==> config.mk <==
export PLATFORM = sky130hd
export DESIGN_NAME = ecc_op_sequencer
export DESIGN_NICKNAME = d
export VERILOG_FILES = /design/src/rtl/ecc_pkg.sv /design/src/rtl/ecc_timeout_cnt.sv /design/src/rtl/ecc_op_sequencer.sv
export SDC_FILE = /design/constraint.sdc
export NUM_CORES = 1
export LEC_CHECK = 0
export BUFFER_PORTS_ARGS = -buffer_cell sky130_fd_sc_hd__buf_2
export CELL_PAD_IN_SITES_DETAIL_PLACEMENT = 1
export CELL_PAD_IN_SITES_GLOBAL_PLACEMENT = 2
export CORE_ASPECT_RATIO = 0.8
export CORE_UTILIZATION = 24
export DETAILED_ROUTE_END_ITERATION = 10
export GPL_TIMING_DRIVEN = 0
export PLACE_DENSITY_LB_ADDON = 0.1
export SYNTH_ARGS = -nofsm -noshare
export SYNTH_HDL_FRONTEND = slang
export SYNTH_SLANG_ARGS = --single-unit
==> constraint.sdc <==
create_clock -name clk -period 1.8 [get_ports clk]
set_clock_uncertainty 0.2 [all_clocks]
set_input_delay 0.27 -clock clk [delete_from_list [all_inputs] [get_ports clk]]
set_output_delay 0.27 -clock clk [all_outputs]
set_load 0.02 [all_outputs]
==> src/rtl/ecc_pkg.sv <==
// Shared definitions for the ECC operation sequencer.
//   - op codes carried in CTRL[1:0]
//   - codeword width codes carried in CODEWORD_WIDTH[1:0]
//   - sequencer FSM state type
//   - width_mask(): message/codeword mask for a width code
//   - ERR_TIMEOUT: num_of_errors value reported on an encoder/decoder timeout
package ecc_pkg;

    localparam logic [1:0] OP_ENC  = 2'b00;
    localparam logic [1:0] OP_DEC  = 2'b01;
    localparam logic [1:0] OP_FULL = 2'b10;
    localparam logic [1:0] OP_NONE = 2'b11;

    localparam logic [1:0] WIDTH_8   = 2'b00;
    localparam logic [1:0] WIDTH_16  = 2'b01;
    localparam logic [1:0] WIDTH_32  = 2'b10;
    localparam logic [1:0] WIDTH_RSV = 2'b11;

    localparam logic [1:0] ERR_TIMEOUT = 2'b11;

    typedef enum logic [2:0] {
        StIdle,
        StLoad,
        StEncGo,
        StEncWait,
        StNoise,
        StDecGo,
        StDecWait,
        StDone
    } state_e;

    // Reserved code 11 behaves as 32-bit.
    function automatic logic [31:0] width_mask(input logic [1:0] width);
        case (width)
            WIDTH_8:  width_mask = 32'h0000_00FF;
            WIDTH_16: width_mask = 32'h0000_FFFF;
            default:  width_mask = 32'hFFFF_FFFF;
        endcase
    endfunction

endpackage

==> src/rtl/ecc_timeout_cnt.sv <==
// Wait-state timeout counter.
//   clk     in   clock, rising edge
//   rst     in   asynchronous, active-low reset
//   clr     in   synchronous clear (asserted in the cycle before a wait state)
//   en      in   count enable (asserted in every wait-state cycle)
//   expired out  high in the TIMEOUT_CYC-th consecutive enabled cycle after a clear
module ecc_timeout_cnt #(
    parameter int unsigned TIMEOUT_CYC = 64
) (
    input  logic clk,
    input  logic rst,
    input  logic clr,
    input  logic en,
    output logic expired
);

    localparam int unsigned CntW = $clog2(TIMEOUT_CYC + 1);

    logic [CntW-1:0] cnt_q, cnt_d;

    always_comb begin
        cnt_d = cnt_q;
        if (clr) begin
            cnt_d = '0;
        end else if (en && (cnt_q != CntW'(TIMEOUT_CYC))) begin
            cnt_d = cnt_q + CntW'(1);
        end
    end

    always_ff @(posedge clk or negedge rst) begin
        if (!rst) begin
            cnt_q <= '0;
        end else begin
            cnt_q <= cnt_d;
        end
    end

    // cnt_q holds the number of enabled cycles already elapsed, so this flags the last one.
    assign expired = en && (cnt_q == CntW'(TIMEOUT_CYC - 1));

endmodule

==> src/rtl/ecc_op_sequencer.sv <==
// Operation controller between the APB register bank and the ECC encoder/decoder.
// Latches CTRL/DATA_IN/CODEWORD_WIDTH/NOISE once per command and runs encode, decode
// or full channel (encode, XOR noise, decode), then reports the result with a done pulse.
//   clk, rst                    clock / asynchronous active-low reset
//   cmd_stb                     CTRL write strobe (starts a command when idle)
//   ctrl, data_in,
//   codeword_width, noise       register bank contents, sampled in the LOAD cycle
//   enc_start/enc_word          encoder request; enc_done/enc_codeword encoder reply
//   dec_start/dec_word          decoder request; dec_done/dec_data/dec_num_err decoder reply
//   cw_width                    latched width code for encoder/decoder
//   data_out, num_of_errors     result, held until the next operation_done
//   operation_done              one-cycle pulse when the result updates
//   busy                        command in progress
module ecc_op_sequencer
    import ecc_pkg::*;
#(
    parameter int unsigned AMBA_WORD   = 32,
    parameter int unsigned TIMEOUT_CYC = 64
) (
    input  logic                 clk,
    input  logic                 rst,
    input  logic                 cmd_stb,
    input  logic [AMBA_WORD-1:0] ctrl,
    input  logic [AMBA_WORD-1:0] data_in,
    input  logic [AMBA_WORD-1:0] codeword_width,
    input  logic [AMBA_WORD-1:0] noise,
    output logic                 enc_start,
    output logic [AMBA_WORD-1:0] enc_word,
    input  logic                 enc_done,
    input  logic [AMBA_WORD-1:0] enc_codeword,
    output logic                 dec_start,
    output logic [AMBA_WORD-1:0] dec_word,
    input  logic                 dec_done,
    input  logic [AMBA_WORD-1:0] dec_data,
    input  logic [1:0]           dec_num_err,
    output logic [1:0]           cw_width,
    output logic [AMBA_WORD-1:0] data_out,
    output logic [1:0]           num_of_errors,
    output logic                 operation_done,
    output logic                 busy
);

    state_e state_q, state_d;

    logic [1:0]           op_q, op_d;
    logic [1:0]           width_q, width_d;
    logic [AMBA_WORD-1:0] word_q, word_d;
    logic [AMBA_WORD-1:0] noise_q, noise_d;
    logic [1:0]           err_q, err_d;
    logic [AMBA_WORD-1:0] data_out_q, data_out_d;
    logic [1:0]           num_err_q, num_err_d;
    logic                 done_q, done_d;
    logic                 busy_q, busy_d;

    logic                 cnt_clr, cnt_en, expired;
    logic [1:0]           width_sel;
    logic [AMBA_WORD-1:0] mask_in, mask_q;

    logic unused_bits;
    assign unused_bits = ^{ctrl[AMBA_WORD-1:2], codeword_width[AMBA_WORD-1:2]};

    assign width_sel = (codeword_width[1:0] == WIDTH_RSV) ? WIDTH_32 : codeword_width[1:0];
    assign mask_in   = AMBA_WORD'(width_mask(width_sel));
    assign mask_q    = AMBA_WORD'(width_mask(width_q));

    ecc_timeout_cnt #(
        .TIMEOUT_CYC (TIMEOUT_CYC)
    ) u_timeout (
        .clk     (clk),
        .rst     (rst),
        .clr     (cnt_clr),
        .en      (cnt_en),
        .expired (expired)
    );

    // State register.
    always_ff @(posedge clk or negedge rst) begin
        if (!rst) begin
            state_q <= StIdle;
        end else begin
            state_q <= state_d;
        end
    end

    // Next state. busy_q also covers the done-pulse cycle, so a strobe there is dropped.
    always_comb begin
        state_d = state_q;
        case (state_q)
            StIdle: begin
                if (cmd_stb && !busy_q) state_d = StLoad;
            end
            StLoad: begin
                case (ctrl[1:0])
                    OP_ENC, OP_FULL: state_d = StEncGo;
                    OP_DEC:          state_d = StDecGo;
                    default:         state_d = StIdle;
                endcase
            end
            StEncGo: state_d = StEncWait;
            StEncWait: begin
                if (enc_done) begin
                    state_d = (op_q == OP_FULL) ? StNoise : StDone;
                end else if (expired) begin
                    state_d = StDone;
                end
            end
            StNoise: state_d = StDecGo;
            StDecGo: state_d = StDecWait;
            StDecWait: begin
                if (dec_done || expired) state_d = StDone;
            end
            StDone:  state_d = StIdle;
            default: state_d = StIdle;
        endcase
    end

    // State-decoded outputs. The counter is cleared in each GO cycle so it reads 0 on WAIT entry.
    always_comb begin
        enc_start = (state_q == StEncGo);
        dec_start = (state_q == StDecGo);
        cnt_clr   = (state_q == StEncGo) || (state_q == StDecGo);
        cnt_en    = (state_q == StEncWait) || (state_q == StDecWait);
    end

    // Operand and result latches. A timeout leaves word 0 / error 11 for the DONE cycle.
    always_comb begin
        op_d       = op_q;
        width_d    = width_q;
        word_d     = word_q;
        noise_d    = noise_q;
        err_d      = err_q;
        data_out_d = data_out_q;
        num_err_d  = num_err_q;
        done_d     = 1'b0;
        busy_d     = (state_d != StIdle) || (state_q != StIdle);
        case (state_q)
            StLoad: begin
                op_d    = ctrl[1:0];
                width_d = width_sel;
                word_d  = data_in & mask_in;
                noise_d = noise & mask_in;
                err_d   = 2'b00;
            end
            StEncWait: begin
                if (enc_done) begin
                    word_d = enc_codeword & mask_q;
                end else if (expired) begin
                    word_d = '0;
                    err_d  = ERR_TIMEOUT;
                end
            end
            StNoise: word_d = word_q ^ noise_q;
            StDecWait: begin
                if (dec_done) begin
                    word_d = dec_data & mask_q;
                    err_d  = dec_num_err;
                end else if (expired) begin
                    word_d = '0;
                    err_d  = ERR_TIMEOUT;
                end
            end
            StDone: begin
                data_out_d = word_q;
                num_err_d  = err_q;
                done_d     = 1'b1;
            end
            default: ;
        endcase
    end

    always_ff @(posedge clk or negedge rst) begin
        if (!rst) begin
            op_q       <= 2'b00;
            width_q    <= 2'b00;
            word_q     <= '0;
            noise_q    <= '0;
            err_q      <= 2'b00;
            data_out_q <= '0;
            num_err_q  <= 2'b00;
            done_q     <= 1'b0;
            busy_q     <= 1'b0;
        end else begin
            op_q       <= op_d;
            width_q    <= width_d;
            word_q     <= word_d;
            noise_q    <= noise_d;
            err_q      <= err_d;
            data_out_q <= data_out_d;
            num_err_q  <= num_err_d;
            done_q     <= done_d;
            busy_q     <= busy_d;
        end
    end

    assign enc_word       = word_q;
    assign dec_word       = word_q;
    assign cw_width       = width_q;
    assign data_out       = data_out_q;
    assign num_of_errors  = num_err_q;
    assign operation_done = done_q;
    assign busy           = busy_q;

endmodule
==> results of run 1 <==
==> worst paths after layout <==
check	from	end	slack (ns)	cells after the start
setup / recovery	state_q[0]$_DFF_PN0_	dec_start	-0.13	5
hold / removal	codeword_width[1]	noise_q[20]$_DFFE_PN0P_	0.002	3
setup reg to reg	state_q[0]$_DFF_PN0_	dec_word[29]$_DFFE_PN0P_	-0.11	8
hold reg to reg	data_out[3]$_DFFE_PN0P_	data_out[3]$_DFFE_PN0P_	0.28	2
max in group asynchronous	rst	noise_q[12]$_DFFE_PN0P_	0.49	3
min in group asynchronous	rst	operation_done$_DFF_PN0_	0.17	2
==> per-layer routing <==
metal  part of all wire (%)  wire (um)
met5                      0          0
met4                   0.65        160
met3                    4.6       1140
met2                     46      11300
met1                     49      12100
==> cells in the final DEF, fill, tap and decap left out, types with 10 or more instances in the layout <==
cell type      count
buf_2            243
dfrtp_1          114
nand2_1           89
dlygate4sd3_1     76
buf_4             59
o21ai_1           52
o21ai_0           30
mux2_2            30
buf_6             27
a22oi_2           23
a22o_1            19
clkbuf_16         19
o21ai_2           17
o211ai_1          15
inv_1             12
buf_12            11
nand3_1           10
==> per-stage QoR <==
step                      TNS (ns)  util (%)  worst slack [ns]
final                        -3.79      40.6            -0.128
after global routing        -11.41      40.6            -0.197
after CTS                    -3.86      39.8            -0.135
after detailed placement    -15.31      31.2            -0.470
after global placement     -176.73      31.1             -1.42
after floorplan            -0.0911         -           -0.0304
==> logic make-up (layout without fill, tap and decap cells) <==
logic type                 Yosys count  in the layout  share of synthesized area [%]
and+or+nand+nor                    146            146                           11.4
other                                0              1                              0
DFF                                116            116                           46.5
buffers and inverters               91            479                           9.55
muxes                               41             41                           7.89
adders and majority gates            2              2                          0.400
AOI/OAI and AO/OA                  211            211                           23.3
xor gates and xnor gates             5              5                           1.00
==> worst max-delay path, delay by kind of cell (launching register included) <==
kind	cells	cell delay, ns
buf+inv	3	0.40
simple gates	2	0.26
flops	1	0.39
==> state kept, by name (all words and copies together) (netlist names), 3 cells and up <==
register	flops
noise_q	32
data_out	32
dec_word	32
state_q	3
u_timeout.cnt_q	7
==> power groups by stage <==
stage / logic [W] / clock network [W] / registers, W
6_report: 0.0101 / 0.00400 / 0.00477
5_1_grt: 0.0109 / 0.00421 / 0.00496
4_1_cts: 0.00968 / 0.00410 / 0.00477
3_5_place_dp: 0.00804 / 0 / 0.00478
3_3_place_gp: 0.00791 / 0 / 0.00470
2_1_floorplan: 0.00466 / 0 / 0.00532
==> what timing repair did <==
item | CTS | global route
setup buffers | 32 | 5
hold buffers | 76 | 0
endpoints found under the setup margin | 83 | 89
pin swaps | 29 | 38
hold endpoints to repair | 119 | 0
cloned | 3 | 0
resized for setup | 124 | 68
==> cell type report <==
type | instances | area, um2 | share of cell area (%)
clock inverters | 13 | 229 | 2.21
multi-input cells | 405 | 3080 | 29.8
well taps | 351 | 439 | 4.25
repair buffers | 357 | 2410 | 23.3
inverters | 12 | 45.0 | 0.436
diodes | 1 | 2.50 | 0.0242
clock buffers | 19 | 453 | 4.38
flip-flops and latches | 116 | 2910 | 28.1
plain buffers | 78 | 773 | 7.48
==> flow_summary.toml, run 1 <==
[yosys]
yosysTopAreaCell = "dfrtp_1"
syn_area_mm2 = 0.00625
synth_edf_count = 0
synth_nets = 813
synth.top_cell.area_share_pct = 46.5
synth_seq_cells = 116
syn_inst = 612
yosysWarnings = 0
synth_most_common_cell = "dfrtp_1"
yosysSeqAreaShare_pct = 46.5
synthTopCellsByCount = "dfrtp_1 (116), nand2_1 (91), o21ai_0 (63)"
synthArstFlopShare_pct = 100
ys.flop_type = "dfrtp_1"
avgSynthCellArea_um2 = 10.2
ys_top_cells_by_area = "dfrtp_1 (46%), nand2_1 (5.5%), mux2_2 (5.4%), o21ai_0 (5.0%), buf_4 (4.3%)"
yosysUniqueCellTypes = 54

[placement]
dpl_cell_area_mm2 = 0.00793
gp_congestion = 0.756
hpwl_um = 17600
dp.cells = 1204
place.port_buffers = 240

[layout]
fin_area_mm2 = 0.0103
nets = 1188
finalNonFillerCells = 1352
drive_gt1_share_pct = 52.8
fillers = 2857
area_growth_pct = 65.5

[routing]
wl_per_cell_um = 18.3
routed_wirelength_um = 24700
drtAntennaViolNets = 0
drc = 0
first_pass_iters = 4
vias = 6168
first_iter_violations = 219
via_per_inst = 4.56

[sta]
fmax_mhz = 519
maxSlewHeadroom_pct = 59.9
timing.final.crit_share_pct = 107
setup_viol = 74
fin_ws_ns = -0.128
worst_slew_pin_slew_ns = 0.601
drv_slew = 0
min_period_ns = 1.93
hold_viol = 0
rsz0062_at_grt = "yes"
hold_ws_ns = 0.00193

[power]
p_total_w = 0.0188
p_int_w = 0.0112
leakage_nw = 4.91
peakVddDrop_mv = 0.744
switching_share_pct = 40.6
clock_power_share_pct = 21.2
comb_power_share_pct = 53.4
p_seq_share_pct = 25.3
switching_power_w = 0.00763
powerDensity_mw_per_mm2 = 1820

[floorplanning]
dieHeight_um = 146
die_w_um = 182
core-area_mm2 = 0.0254
fp-row-count = 52
dieArea_mm2 = 0.0267
start_util_pct = 24.6
ios = 303

[setup_path]
cpPeakStageDelay_ns = 0.39
start_kind = "register"
cp_common_cell = "buf_6"
required_ns = 1.33
critical_path.endpoint_type = "primary output"
slowest_stage = "dfrtp_1"
critPathMaxFanout = 6
crit_type = "reg2out"
crit_chain = "buf_6 > buf_8 > nor2b_4 > and2_4 > buf_6"
arrival_ns = 1.46

[global_route]
gr-usage-met2_pct = 30.5
grt_antenna_before_repair = 1
busiest_layer = "met2"
grt_util_all_layers_pct = 19.0
grt_pass1_vias = 6666
grt_max_degree = 68
use_met3_pct = 4.12
overflow = 0
grt_pass1_wl_um = 38500
use_met1_pct = 26.1

[cts]
insertion_delay_ns = 0.42
root_buffer = "clkbuf_16"
clk_pin_slew_worst_paths_ns = 0.06
cts_buffers = 17
cts_tree = "yes"
clk_path_buf_depth = 2
clock_sinks = 116
htreeDepth = 4

[job]
maxCapViolCount = 0

[outcome]
violations = "setup timing"
outcome = "complete, but fails checks"

[min_path]
hp-class = "in2reg"
Note: power is estimated with default switching activity, not from simulation.
==> run 2: changes to the inputs <==
--- a/config.mk
+++ b/config.mk
@@ -9,10 +9,12 @@
 export CELL_PAD_IN_SITES_DETAIL_PLACEMENT = 1
 export CELL_PAD_IN_SITES_GLOBAL_PLACEMENT = 2
 export CORE_ASPECT_RATIO = 0.8
-export CORE_UTILIZATION = 24
+export CORE_UTILIZATION = 25
 export DETAILED_ROUTE_END_ITERATION = 10
+export GPL_ROUTABILITY_DRIVEN = 0
 export GPL_TIMING_DRIVEN = 0
 export PLACE_DENSITY_LB_ADDON = 0.1
 export SYNTH_ARGS = -nofsm -noshare
 export SYNTH_HDL_FRONTEND = slang
+export SYNTH_HIERARCHICAL = 1
 export SYNTH_SLANG_ARGS = --single-unit
==> run 2 against run 1 <==
Effect of this change:
- the flow still finishes with violations (setup timing)
- routed wire length up 49%
- die area up 11%
- register-to-register slack worse by 0.92 ns
- first-iteration DRC count up 78%
- via count up 31%
- fmax down 32%
- power up 26%
- synthesized cell count up 31%
- sequential cell count unchanged
- critical path depth up 9
- hold slack better by 0.0084 ns
- clock power about the same
==> flow_summary.toml, run 2 <==
[power]
powerDensity_mw_per_mm2 = 1910
leakage_nw = 5.72
peakVddDrop_mv = 0.831

[sta]
min_period_ns = 2.83
fin_ws_ns = -1.03
fmax_mhz = 354
hold_viol = 0
maxSlewHeadroom_pct = 36.0
timing.final.crit_share_pct = 157
tns_ns = -56.00
worst_slew_pin_slew_ns = 0.960
drv_slew = 0
rsz0062_at_grt = "yes"
setup_viol = 117

[global_route]
grt_pass1_vias = 8414
overflow = 0
grt_util_all_layers_pct = 24.9
grt_max_degree = 70
grt_pass1_wl_um = 53600
grt_antenna_before_repair = 1

[setup_path]
critPathMaxFanout = 8
start_kind = "register"
critical_path.endpoint_type = "register"
crit_type = "reg2reg"
arrival_ns = 2.93
r2r_setup_slack_ns = -1.03
required_ns = 1.90

[yosys]
synth_top_family_by_area = "simple AND/OR/NAND/NOR gates"
synthArstFlopShare_pct = 100
syn_inst = 800
synth_most_common_cell = "dfrtp_1"
yosysWarnings = 6
synth_xor_area_share_pct = 0.973
synth.area.mux_share_pct = 5.47
synth_edf_count = 0
ys.flop_type = "dfrtp_1"
synth_nets = 1001
ys_top_cells_by_area = "dfrtp_1 (40%), nand2_1 (5.5%), mux2_2 (5.5%), a21oi_1 (4.4%), buf_4 (3.8%)"
yosysTopAreaCell = "dfrtp_1"
avgSynthCellArea_um2 = 9.00
synth.top_cell.area_share_pct = 40.3
synth-compound-area-share_pct = 21.3
synthTopCellsByCount = "dfrtp_1 (116), nand2_1 (106), a21oi_1 (64)"
yosys.area_share.simple_pct = 22.5
synth_fa_ha_area_share_pct = 0.347
syn_area_mm2 = 0.00720
synth_seq_cells = 116
yosysSeqAreaShare_pct = 40.3
yosysUniqueCellTypes = 58

[cts]
clock_sinks = 116
cts_buffers = 17
clk_pin_slew_worst_paths_ns = 0.06
cts_tree = "yes"
htreeDepth = 4
root_buffer = "clkbuf_16"
insertion_delay_ns = 0.43
clk_path_buf_depth = 2

[floorplanning]
start_util_pct = 25.5
core-area_mm2 = 0.0283
ios = 303
dieHeight_um = 154
fp-row-count = 55
dieArea_mm2 = 0.0295
die_w_um = 192

[layout]
finalNonFillerCells = 1595
final_cell_mix = "buf_2 (254), dfrtp_1 (107), buf_4 (84), dlygate4sd3_1 (68), nand2_1 (50)"
layout_commonest_cell = "buf_2"
drive_gt1_share_pct = 51.9
nets = 1412
area_growth_pct = 72.9

[outcome]
outcome = "complete, but fails checks"
violations = "setup timing"

[routing]
drc = 0
wl_per_cell_um = 23.1
vias = 8070
routed_wirelength_um = 36800
drtAntennaViolNets = 0
via_per_inst = 5.06
first_pass_iters = 4
first_iter_violations = 390

[min_path]
hp-class = "in2reg"

[placement]
dp.cells = 1413
place.port_buffers = 242
hpwl_um = 23900
dp_slack_ns = -1.66

[job]
maxCapViolCount = 0
## run 2: cell count changes after synthesis, moves of 12 or more
cell and delta:
a21oi_1 +57, a22o_1 -16, buf_2 +21, nand2_1 +15, nand2b_1 +24, nand3_1 +35, nand3b_1 +22, nor3b_1 +15
o21ai_0 -37, o21ai_1 -36, o221ai_1 +12, or3b_2 +16
## run 2: logic make-up (layout without fill, tap and decap cells)
family | count (synthesis) | in the layout
AOI/OAI and AO/OA | 226 | 226
xor gates and xnor gates | 8 | 8
adders and majority gates | 2 | 2
buffers and inverters | 114 | 538
DFF | 116 | 116
muxes | 35 | 35
other | 0 | 1
and+or+nand+nor | 299 | 299
## run 2: layout make-up
| class | count | area, um2 |
|---|---|---|
| clock inverter | 10 | 200 |
| buffer | 92 | 871 |
| tap | 370 | 463 |
| fill | 3216 | 15800 |
| inverter | 13 | 63.8 |
| multi-input combinational | 570 | 4480 |
| clock buffer | 22 | 474 |
| antenna | 1 | 2.50 |
| sequential | 116 | 2910 |
| timing repair buffer | 401 | 2980 |
## run 2: what timing repair did
| action | CTS | global route |
|---|---|---|
| hold buffers | 68 | 0 |
| setup endpoints to repair | 112 | 124 |
| hold endpoints to repair | 106 | 0 |
| pin swaps | 76 | 59 |
| setup buffers | 49 | 36 |
| cloned | 8 | 2 |
| resized for setup | 231 | 126 |
## run 2: power by group
group	internal, W	total (W)	switching, W
sequential	0.00380	0.00530	0.00150
combinational	0.00688	0.0144	0.00754
clock	0.00270	0.00403	0.00133
total	0.0134	0.0237	0.0104
## run 2: per-stage QoR
step	instance area [um2]	hold slack, ns	utilization, %	total power (W)
finish	12500	0.0104	44.0	0.0237
global route	12400	0.0310	44.0	0.0251
CTS	11800	0.000972	41.8	0.0224
detailed placement	9040	0.0651	32.0	0.0156
global placement	9000	0.256	31.8	0.0154
floorplan	7330	-0.226	-	0.0118
## run 2: routing by layer
layer / GRT usage, % / wire, um / vias to the layer above
met2: 37.6 / 16400 / 256
li1: - / - / 3721
met3: 4.98 / 2080 / 38
met1: 35.5 / 17600 / 4055
met5: 0 / 0 / -
met4: 7.41 / 684 / 0
## run 2: worst paths after layout
path / start / to / cells after the start
worst max-delay path: state_q[2]$_DFF_PN0_ / dec_word[23]$_DFFE_PN0P_ / 14
worst min-delay path: dec_data[2] / dec_word[2]$_DFFE_PN0P_ / 4
worst max register to register: state_q[2]$_DFF_PN0_ / dec_word[23]$_DFFE_PN0P_ / 14
worst min register to register: op_q[1]$_DFFE_PN0P_ / op_q[1]$_DFFE_PN0P_ / 2
max in group asynchronous: rst / state_q[1]$_DFF_PN0_ / 3
min in group asynchronous: rst / data_out[25]$_DFFE_PN0P_ / 2
## run 2: critical path: stages (launching register included)
cell,delay (ns)
dfrtp_1,0.37
buf_6,0.13
buf_12,0.13
inv_12,0.06
nand3_4,0.13
nand2_8,0.11
nand4_1,0.13
or3_4,0.41
inv_4,0.07
buf_12,0.13
nor2_4,0.06
buf_8,0.13
a32o_1,0.20
a211oi_1,0.32
nor3_1,0.11
==> run 3: changes to the inputs <==
--- a/config.mk
+++ b/config.mk
@@ -5,12 +5,12 @@
 export SDC_FILE = /design/constraint.sdc
 export NUM_CORES = 1
 export LEC_CHECK = 0
-export BUFFER_PORTS_ARGS = -buffer_cell sky130_fd_sc_hd__buf_2
 export CELL_PAD_IN_SITES_DETAIL_PLACEMENT = 1
 export CELL_PAD_IN_SITES_GLOBAL_PLACEMENT = 2
 export CORE_ASPECT_RATIO = 0.8
-export CORE_UTILIZATION = 25
+export CORE_UTILIZATION = 33
 export DETAILED_ROUTE_END_ITERATION = 10
+export DONT_BUFFER_PORTS = 1
 export GPL_ROUTABILITY_DRIVEN = 0
 export GPL_TIMING_DRIVEN = 0
 export PLACE_DENSITY_LB_ADDON = 0.1
==> constraint.sdc (replaced) <==
create_clock -name clk -period 1.8 [get_ports clk]
set_clock_uncertainty 0.2 [all_clocks]
set_input_delay 0.27 -clock clk [delete_from_list [all_inputs] [get_ports clk]]
set_output_delay 0.27 -clock clk [all_outputs]
set_load 0.05 [all_outputs]
==> run 3 against run 2 <==
Effect of this change:
- the run ends with hold timing, setup timing left
- via count is 9.4% lower
- cell area is 16% lower
- routed wire length is 11% lower
- critical endpoint is now dec_word[18]$_DFFE_PN0P_
- power is 3.8% lower
- critical path type unchanged
- worst setup slack better by 0.16 ns
- count of clock-buffer cells in the layout is 2 lower
- highest routed layer is now met5
==> flow_summary.toml, run 3 (synthesis results as in run 2) <==
[sta]
rsz0062_at_grt = "yes"
drv_slew = 0
setup_viol = 117
min_period_ns = 2.67
hold_viol = 116
worst_slew_pin_slew_ns = 0.934
maxSlewHeadroom_pct = 37.7
fmax_mhz = 375
tns_ns = -41.20
hold_ws_ns = -0.669
timing.final.crit_share_pct = 148
fin_ws_ns = -0.866

[power]
p_int_w = 0.0110
switching_power_w = 0.0119
peakVddDrop_mv = 1.10
comb_power_share_pct = 50.7
p_total_w = 0.0228
clock_power_share_pct = 14.2
p_seq_share_pct = 35.1
switching_share_pct = 52.0
leakage_nw = 4.34
powerDensity_mw_per_mm2 = 2170

[cts]
root_buffer = "clkbuf_16"
clk_path_buf_depth = 2
cts_tree = "yes"
hold_buffers = 95
clock_sinks = 116
cts_buffers = 17
clk_pin_slew_worst_paths_ns = 0.06
insertion_delay_ns = 0.43
htreeDepth = 4

[placement]
dp.cells = 1069
hpwl_um = 21300
dpl_cell_area_mm2 = 0.00767
place.port_buffers = 0

[setup_path]
critical_path.endpoint_type = "register"
required_ns = 1.90
start_kind = "register"
r2r_cells = 11
crit_type = "reg2reg"
crit_path_end = "dec_word[18]$_DFFE_PN0P_"
cp.depth = 11
rr_startpoint = "state_q[2]$_DFF_PN0_"
slowest_stage = "dfrtp_2"
crit_chain = "buf_12 > inv_12 > nand3_4 > nand2_8 > nand4_1 > or3_4 > clkinv_8 > nor2_4 > a22o_1 > a2111oi_4 > nor3_1"
crit_buf_inv = 3
critPathMaxFanout = 9
r2r_setup_slack_ns = -0.87
critical_path.startpoint = "state_q[2]$_DFF_PN0_"
regToRegEndpoint = "dec_word[18]$_DFFE_PN0P_"
cpPeakStageDelay_ns = 0.44
critPathTopFamily = "simple AND/OR/NAND/NOR gates"
arrival_ns = 2.77

[global_route]
grt_pass1_vias = 7897
grt_max_degree = 117
grt_antenna_before_repair = 4
grt_pass1_wl_um = 47800
overflow = 0
grt_util_all_layers_pct = 28.7

[outcome]
outcome = "complete, but fails checks"
violations = "hold timing, setup timing"

[routing]
routed_wirelength_um = 32900
drtAntennaViolNets = 0
drc = 0
wl_per_cell_um = 26.4
first_pass_iters = 5
first_iter_violations = 532
via_per_inst = 5.88
vias = 7315

[floorplanning]
die_w_um = 167
dieArea_mm2 = 0.0224
ios = 303
fp-row-count = 47
start_util_pct = 34.2
dieHeight_um = 134
core-area_mm2 = 0.0211

[job]
maxCapViolCount = 0

[layout]
fin_area_mm2 = 0.0105
area_growth_pct = 46.1
final_cell_mix = "nand2_1 (104), dlygate4sd3_1 (95), dfrtp_1 (82), buf_4 (73), a21oi_1 (46)"
fin_util_pct = 50.0
finalNonFillerCells = 1244
drive_gt1_share_pct = 33.6
layout_commonest_cell = "nand2_1"
nets = 1162

[min_path]
hp-class = "in2async"
-- run 3: cell count changes in the layout (fill, tap and decap cells not counted), moves of 20 or more --
cell / previous run / this run
buf_2: 254 / 16
nand2_4: 20 / 0
dlygate4sd3_1: 68 / 95
dfrtp_4: 0 / 26
nand2_1: 50 / 104
nand2_2: 34 / 0
dfrtp_1: 107 / 82
-- run 3: metrics by stage --
| step | hold slack, ns | worst slack [ns] |
|---|---|---|
| floorplan | -0.226 | -1.00 |
| global placement | -0.222 | -1.57 |
| detailed placement | -0.223 | -1.64 |
| CTS | -0.679 | -0.935 |
| global route | -0.681 | -0.943 |
| finish | -0.669 | -0.866 |
-- run 3: cell type report --
cell class / count / area [um2]
Antenna cell: 3 / 7.51
Buffer: 94 / 876
Clock buffer: 20 / 457
Clock inverter: 10 / 85.1
Fill cell: 2314 / 10500
Inverter: 13 / 73.8
Multi-Input combinational cell: 570 / 4190
Sequential cell: 116 / 3010
Tap cell: 269 / 337
Timing Repair Buffer: 149 / 1490
-- run 3: power by group through the flow --
stage	Sequential [W]	Combinational, W	Clock, W
6_report	0.00803	0.0116	0.00323
4_1_cts	0.00782	0.0103	0.00330
2_1_floorplan	0.00726	0.00701	0
5_1_grt	0.00825	0.0122	0.00338
3_3_place_gp	0.00769	0.00876	0
3_5_place_dp	0.00777	0.00898	0
-- run 3: worst min-delay path by stage --
stage | from | end | slack, ns | depth (start not counted)
floorplan | rst | busy$_DFF_PN0_ | -0.23 | 0
CTS | rst | data_out[28]$_DFFE_PN0P_ | -0.68 | 0
global route | rst | data_out[25]$_DFFE_PN0P_ | -0.68 | 0
global placement | rst | data_out[28]$_DFFE_PN0P_ | -0.22 | 0
detailed placement | rst | data_out[26]$_DFFE_PN0P_ | -0.22 | 0
finish | rst | data_out[28]$_DFFE_PN0P_ | -0.67 | 0
-- run 3: worst register-to-register path: cells and delay by family (launching register included) --
kind | cells | cell delay [ns]
buffers and inverters | 3 | 0.31
AND/OR/NAND/NOR | 6 | 0.99
flip-flops | 1 | 0.44
AO/OA/AOI/OAI | 2 | 0.60
-- run 3: repair_timing --
| item | CTS | global route |
|---|---|---|
| gates resized for setup | 179 | 105 |
| endpoints found under the hold margin | 186 | 116 |
| buffers inserted | 37 | 27 |
| endpoints found under the setup margin | 139 | 141 |
| cloned | 3 | 4 |
| pin swaps | 60 | 54 |
-- run 3: per-layer routing --
| layer | share of wire (%) | wire [um] | GRT usage [%] |
|---|---|---|---|
| met1 | 44 | 14600 | 37.3 |
| met2 | 47 | 15400 | 46.5 |
| met3 | 6.2 | 2020 | 6.55 |
| met4 | 2.7 | 875 | 10.9 |
| met5 | 0.024 | 8 | 0 |
